<file path="src/rtl/branch_predictor_pkg.sv">
// Shared types and constants for the bimodal branch predictor.
// The table storage and indexing live in branch_predictor; this holds only the common encodings.
package branch_predictor_pkg;

  typedef enum logic [1:0] {
    SNT = 2'b00,
    WNT = 2'b01,
    WT  = 2'b10,
    ST  = 2'b11
  } bp_ctr_t;

  // Tag storage is sized for the smallest BTB; narrower real tags are zero-extended.
  localparam int BP_TAG_W = 30;

  typedef struct packed {
    logic                valid;
    logic [BP_TAG_W-1:0] tag;
    logic [31:0]         target;
  } bp_btb_entry_t;

  localparam bp_ctr_t BP_CTR_RESET = WNT;
  localparam int      BP_PC_ALIGN  = 2;

  function automatic logic [BP_TAG_W-1:0] bp_tag(input logic [31:0] pc, input int idx_bits);
    return BP_TAG_W'(pc >> (idx_bits + BP_PC_ALIGN));
  endfunction

endpackage

</file>
<file path="src/rtl/branch_predictor_sat_ctr2.sv">
// Combinational next-state function of a 2-bit saturating branch counter.
module sat_ctr2
  import branch_predictor_pkg::*;
(
  input  bp_ctr_t ctr,
  input  logic    taken,
  output bp_ctr_t ctr_next
);

  always_comb begin
    ctr_next = ctr;
    if (taken) begin
      case (ctr)
        SNT:     ctr_next = WNT;
        WNT:     ctr_next = WT;
        default: ctr_next = ST;
      endcase
    end else begin
      case (ctr)
        ST:      ctr_next = WT;
        WT:      ctr_next = WNT;
        default: ctr_next = SNT;
      endcase
    end
  end

endmodule

</file>
<file path="src/rtl/branch_predictor.sv">
// Bimodal BHT + direct-mapped BTB: predicts at IF, resolves/trains at EX.
// Define GSHARE_EN to XOR a resolve-time global history register into the BHT index.
module branch_predictor
  import branch_predictor_pkg::*;
#(
  parameter int BHT_IDX_BITS = 6,
  parameter int BTB_IDX_BITS = 4
) (
  input  logic        clk,
  input  logic        rst,
  input  logic [31:0] if_pc,
  output logic        pred_taken,
  output logic [31:0] pred_target,
  input  logic        ex_valid,
  input  logic [31:0] ex_pc,
  input  logic        ex_taken,
  input  logic [31:0] ex_target,
  input  logic        ex_pred_taken,
  input  logic [31:0] ex_pred_target,
  output logic        ex_mispredict,
  output logic [31:0] ex_redirect_pc
`ifdef GSHARE_EN
  ,
  output logic [BHT_IDX_BITS-1:0] pred_ghr,
  input  logic [BHT_IDX_BITS-1:0] ex_ghr
`endif
);

  localparam int BHT_N = 1 << BHT_IDX_BITS;
  localparam int BTB_N = 1 << BTB_IDX_BITS;

  bp_ctr_t       bht_q [BHT_N];
  bp_ctr_t       bht_d [BHT_N];
  bp_btb_entry_t btb_q [BTB_N];
  bp_btb_entry_t btb_d [BTB_N];

  logic [BHT_IDX_BITS-1:0] if_bht_idx, ex_bht_idx;
  logic [BTB_IDX_BITS-1:0] if_btb_idx, ex_btb_idx;
  bp_ctr_t                 if_ctr, ex_ctr, ex_ctr_next;
  bp_btb_entry_t           if_entry;
  logic                    btb_hit;

`ifdef GSHARE_EN
  logic [BHT_IDX_BITS-1:0] ghr_q, ghr_d;

  assign if_bht_idx = if_pc[BHT_IDX_BITS+1:BP_PC_ALIGN] ^ ghr_q;
  assign ex_bht_idx = ex_pc[BHT_IDX_BITS+1:BP_PC_ALIGN] ^ ex_ghr;
  assign pred_ghr   = ghr_q;

  always_comb begin
    ghr_d = ghr_q;
    if (ex_valid) ghr_d = {ghr_q[BHT_IDX_BITS-2:0], ex_taken};
  end

  always_ff @(posedge clk or posedge rst) begin
    if (rst) ghr_q <= '0;
    else     ghr_q <= ghr_d;
  end
`else
  assign if_bht_idx = if_pc[BHT_IDX_BITS+1:BP_PC_ALIGN];
  assign ex_bht_idx = ex_pc[BHT_IDX_BITS+1:BP_PC_ALIGN];
`endif

  assign if_btb_idx = if_pc[BTB_IDX_BITS+1:BP_PC_ALIGN];
  assign ex_btb_idx = ex_pc[BTB_IDX_BITS+1:BP_PC_ALIGN];

  // Prediction reads registered state only, so a same-cycle update is seen next cycle.
  assign if_ctr   = bht_q[if_bht_idx];
  assign if_entry = btb_q[if_btb_idx];
  assign btb_hit  = if_entry.valid && (if_entry.tag == bp_tag(if_pc, BTB_IDX_BITS));

  assign pred_taken  = btb_hit && if_ctr[1];
  assign pred_target = btb_hit ? if_entry.target : 32'd0;

  assign ex_ctr = bht_q[ex_bht_idx];

  sat_ctr2 u_sat_ctr2 (
    .ctr      (ex_ctr),
    .taken    (ex_taken),
    .ctr_next (ex_ctr_next)
  );

  always_comb begin
    bht_d = bht_q;
    btb_d = btb_q;
    if (ex_valid) begin
      bht_d[ex_bht_idx] = ex_ctr_next;
      if (ex_taken) begin
        btb_d[ex_btb_idx] = '{valid: 1'b1, tag: bp_tag(ex_pc, BTB_IDX_BITS), target: ex_target};
      end
    end
  end

  always_ff @(posedge clk or posedge rst) begin
    if (rst) begin
      for (int i = 0; i < BHT_N; i++) bht_q[i] <= BP_CTR_RESET;
      for (int i = 0; i < BTB_N; i++) btb_q[i] <= '0;
    end else begin
      bht_q <= bht_d;
      btb_q <= btb_d;
    end
  end

  // Resolve outputs are forced quiet during reset even if EX inputs are still driven.
  always_comb begin
    ex_mispredict  = 1'b0;
    ex_redirect_pc = 32'd0;
    if (ex_valid && !rst) begin
      ex_mispredict  = (ex_taken != ex_pred_taken) || (ex_taken && (ex_target != ex_pred_target));
      ex_redirect_pc = ex_taken ? ex_target : ex_pc + 32'd4;
    end
  end

endmodule

</file>
<file path="config.mk">
export PLATFORM = sky130hd
export DESIGN_NAME = branch_predictor
export DESIGN_NICKNAME = d
export VERILOG_FILES = /design/src/rtl/branch_predictor_pkg.sv /design/src/rtl/branch_predictor_sat_ctr2.sv /design/src/rtl/branch_predictor.sv
export SDC_FILE = /design/constraint.sdc
export NUM_CORES = 2
export LEC_CHECK = 0
export BUFFER_PORTS_ARGS = -buffer_cell sky130_fd_sc_hd__clkbuf_2
export CAP_MARGIN = 20
export CELL_PAD_IN_SITES_DETAIL_PLACEMENT = 2
export CELL_PAD_IN_SITES_GLOBAL_PLACEMENT = 2
export CORE_ASPECT_RATIO = 0.7
export CORE_MARGIN = 1.5
export CORE_UTILIZATION = 47
export CTS_BUF_LIST = sky130_fd_sc_hd__clkbuf_8
export DETAILED_ROUTE_END_ITERATION = 10
export HOLD_SLACK_MARGIN = 0.1
export PLACE_DENSITY_LB_ADDON = 0.1
export SETUP_SLACK_MARGIN = 0.2
export SLEW_MARGIN = 10
export SYNTH_ARGS = -nofsm -noshare
export SYNTH_HDL_FRONTEND = slang
export SYNTH_SLANG_ARGS = --single-unit
export TNS_END_PERCENT = 10
</file>
<file path="constraint.sdc">
create_clock -name clk -period 55.5 [get_ports clk]
set_input_delay 11.1 -clock clk [delete_from_list [all_inputs] [get_ports clk]]
set_output_delay 11.1 -clock clk [all_outputs]
set_load 0.01 [all_outputs]
</file>
==> flow_metrics.tcl <==
set metrics [dict create \
    status "finished clean" \
    cts_resized 0 \
    final_layout_size_suffix_gt1_frac 0.5076 \
    postCtsSetupBuffers 0 \
    gp_congestion 0.7765 \
    dieWidth_um 398.3 \
    switching_share 0.2794 \
    gr-max-usage-layer "met2" \
    clk_pin_slew_ns 0.06 \
    clk_latency_ns 0.86 \
    synth_area_leaders "dfrtp_1, mux2_2, mux4_2" \
    min_period_over_period 0.5137 \
    numCtsBuffers 171 \
    wl_per_cell_um 31.60 \
    path_max_fanout 83 \
    min_period_ns 28.51 \
    core_sq_um 108400 \
    grt-ovfl-total 0 \
    synth_most_common_cell "dfrtp_1" \
    cts_hold_buf 0 \
    antenna_found_initial 6 \
    vdd_drop_max_mv 0.02239 \
    min-delay-start "btb_q[944]$_DFFE_PP0P_" \
    min_path_type "reg -> reg" \
    start_util 0.4742 \
    synth_edf_count 0 \
    drtAntennaViolNets 0 \
    cpLargestDelayFamily "buffers and inverters" \
    setup_ws_ns 26.99 \
    netlist_area_sq_um 51410 \
    tightest_slew_ns 1.179 \
    h-tree-depth 4 \
    yosysSeqAreaShare 0.5233 \
    cpMostUsedCell "buf_4" \
    synthCells 3525 \
    seqPwrFrac 0.494 \
    skew_ns 0.03373 \
    grt_util_met2 0.4931 \
    cts_tree "built" \
    required_ns 44.40 \
    vias_per_cell 6.109 \
    slowest_stage "buf_4" \
    pwr-share-comb 0.180 \
    fmax_ghz 0.03507 \
    rr_worst_depth 8 \
    dp_hpwl_um 97910 \
    n_fill_cell 9745 \
    max_stage_delay_ns 0.90 \
    grt_util_all_layers 0.3013 \
    min_to "btb_q[944]$_DFFE_PP0P_" \
    vias 31630 \
    crit_arrival_ns 17.41 \
    rsz0062_at_grt "false" \
    grt_pass1_wl_um 247500 \
    setup_violations 0 \
    synth_top_cell_by_area "dfrtp_1" \
    dieArea_sq_um 111400 \
    gr-usage-met3 0.04805 \
    syn_to_final_growth_pct 10.29 \
    regArea_sq_um 26910 \
    drv_slew 0 \
    die_y_um 279.7 \
    p_leak_nw 25.59 \
    relSlewSlack 0.2139 \
    fin_setup_tns_ns 0 \
    grt_max_degree 177 \
    io_pins 199 \
    place_inst 4869 \
    switchingPower_mw 0.5764 \
    syn-num-nets 3662 \
    multi_input_area_sq_um 23110 \
    p_int_mw 1.487 \
    synth.avg_cell_area_sq_um 14.59 \
    yosys_warnings 0 \
    num-nets-final 3740 \
    netlist_top_cells_count "dfrtp_1, mux2_2, mux4_2" \
    cts_root_buffer "clkbuf_8" \
    pwr_density_cell_nw_per_um2 36.39 \
    rrSetupSlack_ns 51.92 \
    grt.met1_usage 0.4157 \
    drt_iter0_markers 1822 \
    hold_violations 0 \
    holdPathStages 1 \
    cts_sinks 1072 \
    synth_seq_cells 1072 \
    post-place-ws_ns 26.73 \
    crit_path_cell_trace "buf_8, buf_12, buf_4, buf_4, mux4_2, o22ai_1, nor3_1, xor2_1, nor4_1, nand3_4, nor4b_1, clkbuf_2" \
    rows 101 \
    end_kind "output port" \
    grt_pass1_vias 36820 \
    path_buf_inv 5 \
    port_buffers 196 \
    worst-setup-path-type "in -> out" \
    drt-pass1-iter-count 5 \
    drcViolationCount 0 \
    drv_cap 0 \
    final_cells 5178 \
    synthDistinctLibCells 70 \
    cts_buffer_depth 3 \
    async_reset_ff_frac 1.000 \
    power_mw 2.063 \
    r2r_end "bht_q[48]$_DFFE_PP1P_" \
    synth_ff_type "dfrtp_1" \
    r2r_start "bht_q[82]$_DFFE_PP1P_" \
    netlist.area_leader.share 0.4906 \
    clockPowerShare 0.326 \
    startpoint_type "input pin" \
    routed_wl_um 163600 \
]
==> worst reg2reg max path: stages (launching register included) <==
cell     delay (ns)
dfstp_2        0.37
mux4_2         0.49
mux2_2         0.29
a21oi_1        0.20
nand3_1        0.11
nor4_1         0.32
maj3_1         0.89
buf_4          0.55
mux2_2         0.29
==> power groups by stage <==
stage | sequential (mW) | combinational [mW] | clock [mW]
2_1_floorplan | 1.00 | 0.284 | 0
3_3_place_gp | 1.01 | 0.348 | 0
3_5_place_dp | 1.03 | 0.372 | 0
4_1_cts | 1.02 | 0.375 | 0.688
5_1_grt | 1.04 | 0.401 | 0.720
6_report | 1.02 | 0.372 | 0.672
==> worst max path at each step <==
stage               startpoint  depth (start not counted)                 end
global placement      if_pc[2]                         12     pred_target[31]
detailed placement    if_pc[2]                         12     pred_target[31]
CTS                   if_pc[2]                         12     pred_target[31]
floorplan                  rst                          3  ex_redirect_pc[21]
global route          if_pc[2]                         12     pred_target[31]
finish                if_pc[2]                         12     pred_target[31]
==> cell usage in the layout, fill, tap and decap left out, drive strengths merged, types with 10 or more instances in the layout <==
cell type,synthesis,routed
dfstp,64,64
dfrtp,1008,1008
nand4,14,14
nand3,29,29
nor2,134,134
and3,11,11
mux2,995,995
a221oi,10,10
nor4,15,15
nand2b,23,23
buf,180,61
nand2,138,138
o21ai,50,50
xnor2,30,30
clkbuf,169,405
nor4b,31,31
mux4,292,292
a21oi,73,73
xor2,59,59
inv,8,84
nor3,13,13
mux2i,81,81
clkinv,1,13
==> sequential cells by signal (all words and copies together) (netlist names) <==
signal  cells
bht_q     128
btb_q     944
==> area by class of cell <==
cell class | instances | share of cell area
flip-flops and latches | 1072 | 0.4745
multi-input cells | 2095 | 0.4076
clock buffers | 212 | 0.05146
well taps | 1442 | 0.03182
repair buffers | 254 | 0.02681
clock inverters | 91 | 0.006885
inverters | 9 | 0.0007723
diodes | 3 | 0.0001324
==> cell families after synthesis <==
group	count (synthesis)	synth area share
mux	1368	0.3621
buf+inv	358	0.03010
fa+ha+maj	6	0.001363
xor+xnor	89	0.01516
flops	1072	0.5233
simple gates	452	0.04707
compound gates	180	0.02086
==> metrics by stage <==
step	hold slack [ns]	utilization	cell area (sq um)
final	0.4648	0.5230	56700
after global routing	0.4721	0.5229	56700
after CTS	0.4640	0.5222	56620
after detailed placement	0.4480	0.4917	53310
after global placement	0.4412	0.4917	53310
after floorplan	0.4250	-	51410
==> routing by layer <==
metal,vias to the layer above,part of all wire
met3,284,0.039
met4,10,0.025
met5,-,0.00037
li1,13120,-
met2,664,0.49
met1,17560,0.44
No activity file was read; power rests on OpenSTA's default activity.
